$ cat src/rtl/cmd_pkg.sv
// Shared command codes, ASCII constants and transmit FSM states for the
// command-to-ASCII echo path.
package cmd_pkg;

  typedef enum logic [2:0] {
    CMD_D = 3'd0,
    CMD_E = 3'd1,
    CMD_B = 3'd2,
    CMD_F = 3'd3,
    CMD_R = 3'd4
  } cmd_t;

  typedef enum logic [1:0] {
    ST_IDLE,
    ST_CHAR,
    ST_CR,
    ST_LF
  } tx_state_t;

  localparam logic [7:0] ASCII_D_UC = 8'h44;
  localparam logic [7:0] ASCII_E_UC = 8'h45;
  localparam logic [7:0] ASCII_B_UC = 8'h42;
  localparam logic [7:0] ASCII_F_UC = 8'h46;
  localparam logic [7:0] ASCII_R_UC = 8'h52;
  localparam logic [7:0] ASCII_D_LC = 8'h64;
  localparam logic [7:0] ASCII_E_LC = 8'h65;
  localparam logic [7:0] ASCII_B_LC = 8'h62;
  localparam logic [7:0] ASCII_F_LC = 8'h66;
  localparam logic [7:0] ASCII_R_LC = 8'h72;
  localparam logic [7:0] ASCII_CR   = 8'h0D;
  localparam logic [7:0] ASCII_LF   = 8'h0A;

  function automatic logic [7:0] cmd_to_ascii(input cmd_t cmd, input logic upper);
    logic [7:0] ch;
    case (cmd)
      CMD_D:   ch = upper ? ASCII_D_UC : ASCII_D_LC;
      CMD_E:   ch = upper ? ASCII_E_UC : ASCII_E_LC;
      CMD_B:   ch = upper ? ASCII_B_UC : ASCII_B_LC;
      CMD_F:   ch = upper ? ASCII_F_UC : ASCII_F_LC;
      default: ch = upper ? ASCII_R_UC : ASCII_R_LC;
    endcase
    return ch;
  endfunction

endpackage

$ cat src/rtl/cmd_fifo.sv
// Small synchronous FIFO; a push into a full FIFO is accepted only when a pop
// frees a slot in the same cycle.
module cmd_fifo #(
  parameter int WIDTH = 3,
  parameter int DEPTH = 4
) (
  input  logic             clk,
  input  logic             rst_n,
  input  logic             push,
  input  logic [WIDTH-1:0] din,
  input  logic             pop,
  output logic [WIDTH-1:0] dout,
  output logic             full,
  output logic             empty
);

  localparam int AW = $clog2(DEPTH);

  logic [AW-1:0]    wr_ptr_q, wr_ptr_d;
  logic [AW-1:0]    rd_ptr_q, rd_ptr_d;
  logic [AW:0]      count_q, count_d;
  logic [WIDTH-1:0] mem_q [DEPTH];
  logic             do_push, do_pop;

  assign full    = (count_q == (AW+1)'(DEPTH));
  assign empty   = (count_q == '0);
  assign do_pop  = pop && !empty;
  assign do_push = push && (!full || do_pop);
  assign dout    = mem_q[rd_ptr_q];

  // Pointers wrap naturally because DEPTH is a power of two.
  always_comb begin
    wr_ptr_d = wr_ptr_q;
    rd_ptr_d = rd_ptr_q;
    count_d  = count_q;
    if (do_push) wr_ptr_d = wr_ptr_q + 1'b1;
    if (do_pop)  rd_ptr_d = rd_ptr_q + 1'b1;
    case ({do_push, do_pop})
      2'b10:   count_d = count_q + 1'b1;
      2'b01:   count_d = count_q - 1'b1;
      default: count_d = count_q;
    endcase
  end

  always_ff @(posedge clk or negedge rst_n) begin
    if (!rst_n) begin
      wr_ptr_q <= '0;
      rd_ptr_q <= '0;
      count_q  <= '0;
    end else begin
      wr_ptr_q <= wr_ptr_d;
      rd_ptr_q <= rd_ptr_d;
      count_q  <= count_d;
    end
  end

  always_ff @(posedge clk) begin
    if (do_push) mem_q[wr_ptr_q] <= din;
  end

endmodule

$ cat src/rtl/cmd_ascii_tx.sv
// Queues single-cycle command pulses and replays them as ASCII letters,
// optionally followed by CR LF, on a registered valid/ready byte stream.
module cmd_ascii_tx
  import cmd_pkg::*;
#(
  parameter int FIFO_DEPTH = 4,
  parameter bit UPPER      = 1'b1,
  parameter bit TERM_EN    = 1'b1
) (
  input  logic       clk,
  input  logic       rst_n,
  input  logic       cmd_d,
  input  logic       cmd_e,
  input  logic       cmd_b,
  input  logic       cmd_f,
  input  logic       cmd_r,
  output logic [7:0] char_out,
  output logic       char_valid,
  input  logic       char_ready,
  output logic       busy,
  output logic       overflow,
  input  logic       clr_overflow
);

  tx_state_t  state_q;
  logic [7:0] char_out_q;
  logic       char_valid_q;
  logic       overflow_q, overflow_d;
  cmd_t       cmd_sel;
  logic       cmd_any;
  logic [2:0] fifo_dout;
  logic       fifo_full, fifo_empty;
  logic       fifo_pop, drop, handshake;

  assign cmd_any = cmd_d | cmd_e | cmd_b | cmd_f | cmd_r;

  always_comb begin
    cmd_sel = CMD_R;
    if (cmd_d)      cmd_sel = CMD_D;
    else if (cmd_e) cmd_sel = CMD_E;
    else if (cmd_b) cmd_sel = CMD_B;
    else if (cmd_f) cmd_sel = CMD_F;
  end

  assign fifo_pop  = (state_q == ST_IDLE) && !fifo_empty;
  assign drop      = cmd_any && fifo_full && !fifo_pop;
  assign handshake = char_valid_q && char_ready;

  cmd_fifo #(
    .WIDTH (3),
    .DEPTH (FIFO_DEPTH)
  ) u_fifo (
    .clk   (clk),
    .rst_n (rst_n),
    .push  (cmd_any),
    .din   (cmd_sel),
    .pop   (fifo_pop),
    .dout  (fifo_dout),
    .full  (fifo_full),
    .empty (fifo_empty)
  );

  // A new drop takes precedence over a simultaneous clear.
  always_comb begin
    overflow_d = overflow_q;
    if (drop)              overflow_d = 1'b1;
    else if (clr_overflow) overflow_d = 1'b0;
  end

  always_ff @(posedge clk or negedge rst_n) begin
    if (!rst_n) overflow_q <= 1'b0;
    else        overflow_q <= overflow_d;
  end

  always_ff @(posedge clk or negedge rst_n) begin
    if (!rst_n) begin
      state_q      <= ST_IDLE;
      char_out_q   <= 8'h00;
      char_valid_q <= 1'b0;
    end else begin
      case (state_q)
        ST_IDLE: begin
          if (!fifo_empty) begin
            char_out_q   <= cmd_to_ascii(cmd_t'(fifo_dout), UPPER);
            char_valid_q <= 1'b1;
            state_q      <= ST_CHAR;
          end
        end
        ST_CHAR: begin
          if (handshake) begin
            if (TERM_EN) begin
              char_out_q <= ASCII_CR;
              state_q    <= ST_CR;
            end else begin
              char_valid_q <= 1'b0;
              state_q      <= ST_IDLE;
            end
          end
        end
        ST_CR: begin
          if (handshake) begin
            char_out_q <= ASCII_LF;
            state_q    <= ST_LF;
          end
        end
        ST_LF: begin
          if (handshake) begin
            char_valid_q <= 1'b0;
            state_q      <= ST_IDLE;
          end
        end
        default: begin
          char_valid_q <= 1'b0;
          state_q      <= ST_IDLE;
        end
      endcase
    end
  end

  assign char_out   = char_out_q;
  assign char_valid = char_valid_q;
  assign overflow   = overflow_q;
  assign busy       = !fifo_empty || (state_q != ST_IDLE);

endmodule

$ cat config.mk
export PLATFORM = sky130hd
export DESIGN_NAME = cmd_ascii_tx
export DESIGN_NICKNAME = d
export VERILOG_FILES = /design/src/rtl/cmd_pkg.sv /design/src/rtl/cmd_fifo.sv /design/src/rtl/cmd_ascii_tx.sv
export SDC_FILE = /design/constraint.sdc
export NUM_CORES = 1
export LEC_CHECK = 0
export ABC_CLOCK_PERIOD_IN_PS = 4800
export CORE_MARGIN = 4
export CORE_UTILIZATION = 58
export CTS_BUF_LIST = sky130_fd_sc_hd__clkbuf_4 sky130_fd_sc_hd__clkbuf_8 sky130_fd_sc_hd__clkbuf_16
export DETAILED_ROUTE_END_ITERATION = 8
export PLACE_DENSITY = 0.81
export SLEW_MARGIN = 10
export SYNTH_ARGS = -nofsm -noshare
export SYNTH_HDL_FRONTEND = slang
export SYNTH_SLANG_ARGS = --single-unit
export TNS_END_PERCENT = 20
$ cat constraint.sdc
create_clock -name clk -period 4.8 [get_ports clk]
set_input_delay 0.96 -clock clk [delete_from_list [all_inputs] [get_ports clk]]
set_output_delay 0.96 -clock clk [all_outputs]
set_load 0.01 [all_outputs]
==> impl_metrics.tcl, run 1 <==
set metrics [dict create \
    hold_fails_final_rpt 0 \
    final.setup.worst_slack_ps 1680 \
    core.rowCount 18 \
    worst-slew-pin-transition_ps 749 \
    routed_via_density 5.43 \
    routed-via-count 907 \
    largest_net_degree_at_the_start_of_global_routing 18 \
    synth.lib_cells_used.distinct 35 \
    syn2layout_area_growth_pct 16.0 \
    insertedDiodeCount 0 \
    cell_at_the_root_of_the_clock_tree "sky130_fd_sc_hd__clkbuf_4" \
    static-leakage-power_nw 0.735 \
    r2r_slack_ps 2490 \
    synth_cells 116 \
    die_area_um2 3420 \
    hold_depth 2 \
    effective_utilization_at_floorplan_pct 60.1 \
    critical_path_s_slowest_cell "sky130_fd_sc_hd__or4b_1" \
    critical_path_class "flop to output port" \
    cts.htree.levels 2 \
    clock_skew_ps 5.29 \
    irDropWorstVdd_mv 0.442 \
    grt_overflow 0 \
    synthesis.yosys.warnings 0 \
    power_density_nw_per_um2 689 \
    die_height_um 58.5 \
    layout_min_cycle_time_ps 3120 \
    antenna_found_initial 0 \
    overall_power_of_the_completed_layout_w 0.00118 \
    drt.antenna.violating_nets 0 \
    place_worst_setup_slack_ps 1540 \
    max_clock_freq_mhz 320 \
    detailedRoute.firstPassIterationCount 5 \
    cap_violations 0 \
    final_layout_size_suffix_gt1_share_pct 16.1 \
    post-route-drc-count 0 \
    drt-total-wl_um 2430 \
    register_area_share_after_synthesis_pct 53.2 \
    cts.clk_slew.worst_paths_ps 100 \
    worst_hold_path_type "flop to flop" \
    drt_iter0_markers 39 \
    tritoncts "built" \
    share_of_the_clock_period_used_by_the_worst_path_pct 65.1 \
    track_usage_pct 17.0 \
    io_buffer_count 17 \
    depth_of_the_worst_register_to_register_path 9 \
    outcome "complete, no violations" \
    final_cell_mix "sky130_fd_sc_hd__dfrtp_1, sky130_fd_sc_hd__clkdlybuf4s50_1, sky130_fd_sc_hd__inv_1, sky130_fd_sc_hd__edfxtp_1, sky130_fd_sc_hd__ha_1" \
    synth_area_per_cell_um2 12.7 \
    detailedPlacementHpwl_um 1880 \
    critical_path_peak_fanout 5 \
    slew_headroom_pct 49.9 \
    final_net_count 155 \
    final_max_slew_viol_count 0 \
    synth-edff-count 12 \
    insertion_delay_ps 330 \
    crit_required_ps 3840 \
    boundaryPins 20 \
    place.gp.congestion 0.772 \
    core_area_um2 2450 \
    number_of_global_route_vias_before_repair 967 \
    ys_seq_elements 29 \
    wire_length_of_the_first_global_routing_pass_um 4170 \
    fin_setup_tns_ps 0 \
    holdWs_ps 515 \
    cts_num_sinks 29 \
    holdBufCountCts 0 \
    cp_cell_sequence "inv_1 -> ha_1 -> or4b_1 -> clkdlybuf4s50_1" \
    critPathMaxStageDelay_ps 540 \
    drt-wirelength-per-cell_um 14.6 \
    post_cts_resized 0 \
    critical_path_arrival_ps 2160 \
    cp-start-kind "flop" \
    netlist_top_cells_area "sky130_fd_sc_hd__dfrtp_1, sky130_fd_sc_hd__edfxtp_1, sky130_fd_sc_hd__ha_1, sky130_fd_sc_hd__mux4_2, sky130_fd_sc_hd__mux2_4" \
    cp-end-kind "output port" \
    cts_bufs_inserted 5 \
    yosysTopAreaCellShare_pct 28.8 \
    postSynth.topFlopCell "sky130_fd_sc_hd__dfrtp_1" \
    cts_buffer_depth 2 \
    grt_setup_unrepaired "no" \
    setup_viol_count_final 0 \
    synth_async_sr_flop_share_pct 58.6 \
    postCtsSetupRepairBufs 0 \
    synth.largest_area_cell "sky130_fd_sc_hd__dfrtp_1" \
    netlist_area_um2 1480 \
    die_x_um 58.5 \
]
==> logic make-up (layout without fill, tap and decap cells) <==
kind of cell / count (synthesis) / count (layout) / synth area share (%)
AO/OA/AOI/OAI: 14 / 14 / 6.78
XOR/XNOR: 5 / 5 / 2.97
adder cells (fa/ha/maj): 10 / 10 / 8.98
buffers and inverters: 18 / 38 / 5.68
flip-flops: 29 / 29 / 53.2
multiplexers: 11 / 11 / 11.4
other: 1 / 2 / 0.254
AND/OR/NAND/NOR: 28 / 28 / 10.7
==> sequential cells by signal, summed over array words and instances (netlist names) <==
name,flops
u_fifo.mem_q,12
char_out,6
u_fifo.count_q,3
state_q,2
u_fifo.rd_ptr_q,2
u_fifo.wr_ptr_q,2
char_valid,1
overflow,1
==> worst max-delay path, delay by kind of cell (launching register included) <==
kind | cells | cell delay, ps
flops | 1 | 440
simple gates | 1 | 540
fa+ha+maj | 1 | 200
buf+inv | 2 | 640
==> per-stage QoR <==
step | cell area [um2] | util, % | instances
after floorplan | 1480 | - | 117
after global placement | 1650 | 67.3 | 159
after detailed placement | 1650 | 67.3 | 159
after CTS | 1710 | 69.8 | 167
after global routing | 1710 | 69.8 | 167
final | 1710 | 69.8 | 167
==> cell type report <==
cell class / count / area, um2
well taps: 30 / 37.5
repair buffers: 17 / 170
inverters: 13 / 48.8
clock buffers: 5 / 37.5
fillers: 168 / 742
flip-flops and latches: 29 / 786
multi-input cells: 70 / 611
clock inverters: 3 / 22.5
==> per-layer routing <==
layer | vias up | track usage, % | routed length (um)
met2 | 26 | 30.8 | 1300
met4 | 0 | 8.94 | 72
li1 | 435 | - | -
met5 | - | 0 | 0
met3 | 11 | 4.61 | 127
met1 | 435 | 17.7 | 936
==> synth_stat cells, types with 2 or more instances <==
master                     number
sky130_fd_sc_hd__mux4_2         3
sky130_fd_sc_hd__edfxtp_1      12
sky130_fd_sc_hd__o22a_1         2
sky130_fd_sc_hd__nor2_1         6
sky130_fd_sc_hd__a21oi_1        3
sky130_fd_sc_hd__xnor2_1        4
sky130_fd_sc_hd__ha_1           9
sky130_fd_sc_hd__inv_1         13
sky130_fd_sc_hd__and2_2         4
sky130_fd_sc_hd__nor2b_1        2
sky130_fd_sc_hd__nor3_1         3
sky130_fd_sc_hd__nand2_1        7
sky130_fd_sc_hd__dfrtp_1       17
sky130_fd_sc_hd__mux2i_1        3
sky130_fd_sc_hd__mux2_4         4
sky130_fd_sc_hd__buf_4          2
sky130_fd_sc_hd__or4b_1         2
sky130_fd_sc_hd__o21ai_0        3
==> path summary, 6_finish.rpt <==
check | endpoint | start
setup / recovery | busy | state_q[1]
hold / removal | char_valid | char_valid
setup reg to reg | u_fifo.count_q[2] | state_q[1]
hold reg to reg | char_valid | char_valid
max in group asynchronous | u_fifo.wr_ptr_q[1] | rst_n
min in group asynchronous | state_q[0] | rst_n
==> where the power goes <==
group,total [W],switching [W],internal [W]
clock network,0.000149,0.0000925,0.0000565
logic,0.000581,0.000267,0.000315
registers,0.000451,0.0000702,0.000381
total,0.00118,0.000429,0.000752
Note: power is estimated with default switching activity, not from simulation.
==> inputs of run 2 (changes only) <==
--- a/config.mk
+++ b/config.mk
@@ -5,12 +5,12 @@
 export SDC_FILE = /design/constraint.sdc
 export NUM_CORES = 1
 export LEC_CHECK = 0
-export ABC_CLOCK_PERIOD_IN_PS = 4800
+export ABC_CLOCK_PERIOD_IN_PS = 2950
 export CORE_MARGIN = 4
-export CORE_UTILIZATION = 58
+export CORE_UTILIZATION = 53
 export CTS_BUF_LIST = sky130_fd_sc_hd__clkbuf_4 sky130_fd_sc_hd__clkbuf_8 sky130_fd_sc_hd__clkbuf_16
 export DETAILED_ROUTE_END_ITERATION = 8
-export PLACE_DENSITY = 0.81
+export PLACE_DENSITY = 0.74
 export SLEW_MARGIN = 10
 export SYNTH_ARGS = -nofsm -noshare
 export SYNTH_HDL_FRONTEND = slang
==> constraint.sdc (replaced) <==
create_clock -name clk -period 2.95 [get_ports clk]
set_input_delay 0.59 -clock clk [delete_from_list [all_inputs] [get_ports clk]]
set_output_delay 0.59 -clock clk [all_outputs]
set_load 0.01 [all_outputs]
==> run 2 against run 1 <==
Net effect: critical endpoint unchanged; worst setup slack worse by 1500 ps; combinational power rose by 62%; sequential share of layout area stayed put; cell count unchanged; critical path depth stayed put; clock skew up 2.1 ps; global-route usage down 1.5 points; first-iteration DRC count down 38%; count of clock-buffer cells in the layout grew 3; die area increased by 8.1%; total power is 63% higher.
==> impl_metrics.tcl, run 2 (synthesis gave the netlist of run 1 again) <==
set metrics [dict create \
    final_layout_size_suffix_gt1_share_pct 16.1 \
    cts_buffer_depth 2 \
    met1_capacity_usage_during_global_routing_pct 18.2 \
    cts_bufs_inserted 5 \
    globalRouteMet3Util_pct 6.81 \
    holdBufCountCts 0 \
    routed-via-count 874 \
    min_from "char_out[0]" \
    boundaryPins 20 \
    die_height_um 60.8 \
    antenna_found_initial 0 \
    worst-slew-pin-transition_ps 815 \
    track_usage_pct 15.5 \
    core_area_um2 2570 \
    postPlaceCellArea_um2 1650 \
    critical_path_peak_fanout 5 \
    min_to "char_out[0]" \
    depth_of_the_worst_register_to_register_path 9 \
    wire_length_of_the_first_global_routing_pass_um 4110 \
    use_met2_pct 25.6 \
    effective_utilization_at_floorplan_pct 57.5 \
    grt_setup_unrepaired "no" \
    postCtsSetupRepairBufs 0 \
    post_cts_resized 0 \
    cp-start-kind "flop" \
    core.rowCount 18 \
    drt-wirelength-per-cell_um 14.2 \
    final_max_slew_viol_count 0 \
    cap_violations 0 \
    share_of_the_clock_period_used_by_the_worst_path_pct 93.3 \
    place.gp.congestion 0.749 \
    setup_viol_count_final 0 \
    largest_register_ff_count 12 \
    hold_depth 1 \
    drt_iter0_markers 24 \
    max_clock_freq_mhz 363 \
    stdcell_area_um2 1710 \
    post-route-drc-count 0 \
    fin_setup_tns_ps 0 \
    drt-total-wl_um 2380 \
    top_register "u_fifo.mem_q" \
    die_area_um2 3690 \
    largest_net_degree_at_the_start_of_global_routing 18 \
    insertion_delay_ps 330 \
    drt.antenna.violating_nets 0 \
    routed_via_density 5.23 \
    cell_at_the_root_of_the_clock_tree "sky130_fd_sc_hd__clkbuf_4" \
    grt_overflow 0 \
    critical_path_arrival_ps 2160 \
    cp-end-kind "output port" \
    detailedRoute.firstPassIterationCount 4 \
    crit-reg2reg-launch "state_q[0]" \
    detailedPlacementHpwl_um 1790 \
    r2r_slack_ps 690 \
    critical_path_class "flop to output port" \
    tritoncts "built" \
    irDropWorstVdd_mv 0.761 \
    slew_headroom_pct 45.5 \
    io_buffer_count 17 \
    layout_min_cycle_time_ps 2750 \
    crit_required_ps 2360 \
    syn2layout_area_growth_pct 16.0 \
    cts.htree.levels 2 \
    power_density_nw_per_um2 1120 \
    cts.clk_slew.worst_paths_ps 90 \
    clock_skew_ps 7.36 \
    r2r_end "u_fifo.count_q[2]" \
    insertedDiodeCount 0 \
    final_net_count 155 \
    number_of_global_route_vias_before_repair 935 \
    outcome "complete, no violations" \
    final_cell_mix "sky130_fd_sc_hd__dfrtp_1, sky130_fd_sc_hd__clkdlybuf4s50_1, sky130_fd_sc_hd__inv_1, sky130_fd_sc_hd__edfxtp_1, sky130_fd_sc_hd__ha_1" \
    grt_busiest_layer "met2" \
    final.fill_count 201 \
    cts_num_sinks 29 \
    hold_fails_final_rpt 0 \
    static-leakage-power_nw 0.749 \
    die_x_um 60.8 \
    worst_hold_path_type "flop to flop" \
]
-- run 2: cell types whose count changed in the layout (fill, tap and decap cells not counted) --
cell / previous run / this run
sky130_fd_sc_hd__clkbuf_4: 5 / 8
sky130_fd_sc_hd__clkinvlp_4: 3 / 0
-- run 2: report_power, final --
part           switching (W)  internal, W  total [W]
clock               0.000130     0.000122   0.000252
sequential          0.000110     0.000620   0.000730
combinational       0.000432     0.000512   0.000943
total               0.000672      0.00125    0.00193
-- run 2: stage by stage --
stage	hold slack, ps	power (W)	instances	util, %	setup WS, ps
2_1_floorplan	294	0.00145	117	-	690
3_3_place_gp	492	0.00165	159	64.4	196
3_5_place_dp	494	0.00169	159	64.4	108
4_1_cts	520	0.00195	167	66.7	187
5_1_grt	541	0.00209	167	66.7	84.7
6_report	514	0.00193	167	66.7	198
-- run 2: layout make-up --
| cell class | count | area (um2) | share of cell area (%) |
|---|---|---|---|
| clock buffers | 8 | 60.1 | 3.51 |
| multi-input cells | 70 | 611 | 35.6 |
| inverters | 13 | 48.8 | 2.85 |
| well taps | 30 | 37.5 | 2.19 |
| flip-flops and latches | 29 | 786 | 45.9 |
| repair buffers | 17 | 170 | 9.93 |
-- run 2: worst max-delay path, stage by stage, from the launching register on --
cell and delay [ps]:
sky130_fd_sc_hd__dfrtp_1 410, sky130_fd_sc_hd__inv_1 140, sky130_fd_sc_hd__ha_1 200, sky130_fd_sc_hd__or4b_1 560, sky130_fd_sc_hd__clkdlybuf4s50_1 530
-- run 2: per-layer routing --
layer	share of wire, %	vias to the layer above
li1	-	434
met1	43	419
met2	49	17
met3	5.9	4
met4	1.4	0
met5	0	-
-- run 2: worst max-delay path by stage --
stage | start | to | cells past startpoint
after floorplan | cmd_e | u_fifo.count_q[2] | 7
after global placement | cmd_e | u_fifo.count_q[2] | 8
after detailed placement | cmd_e | u_fifo.count_q[2] | 8
after CTS | state_q[0] | busy | 4
after global routing | state_q[0] | busy | 4
final | state_q[0] | busy | 4
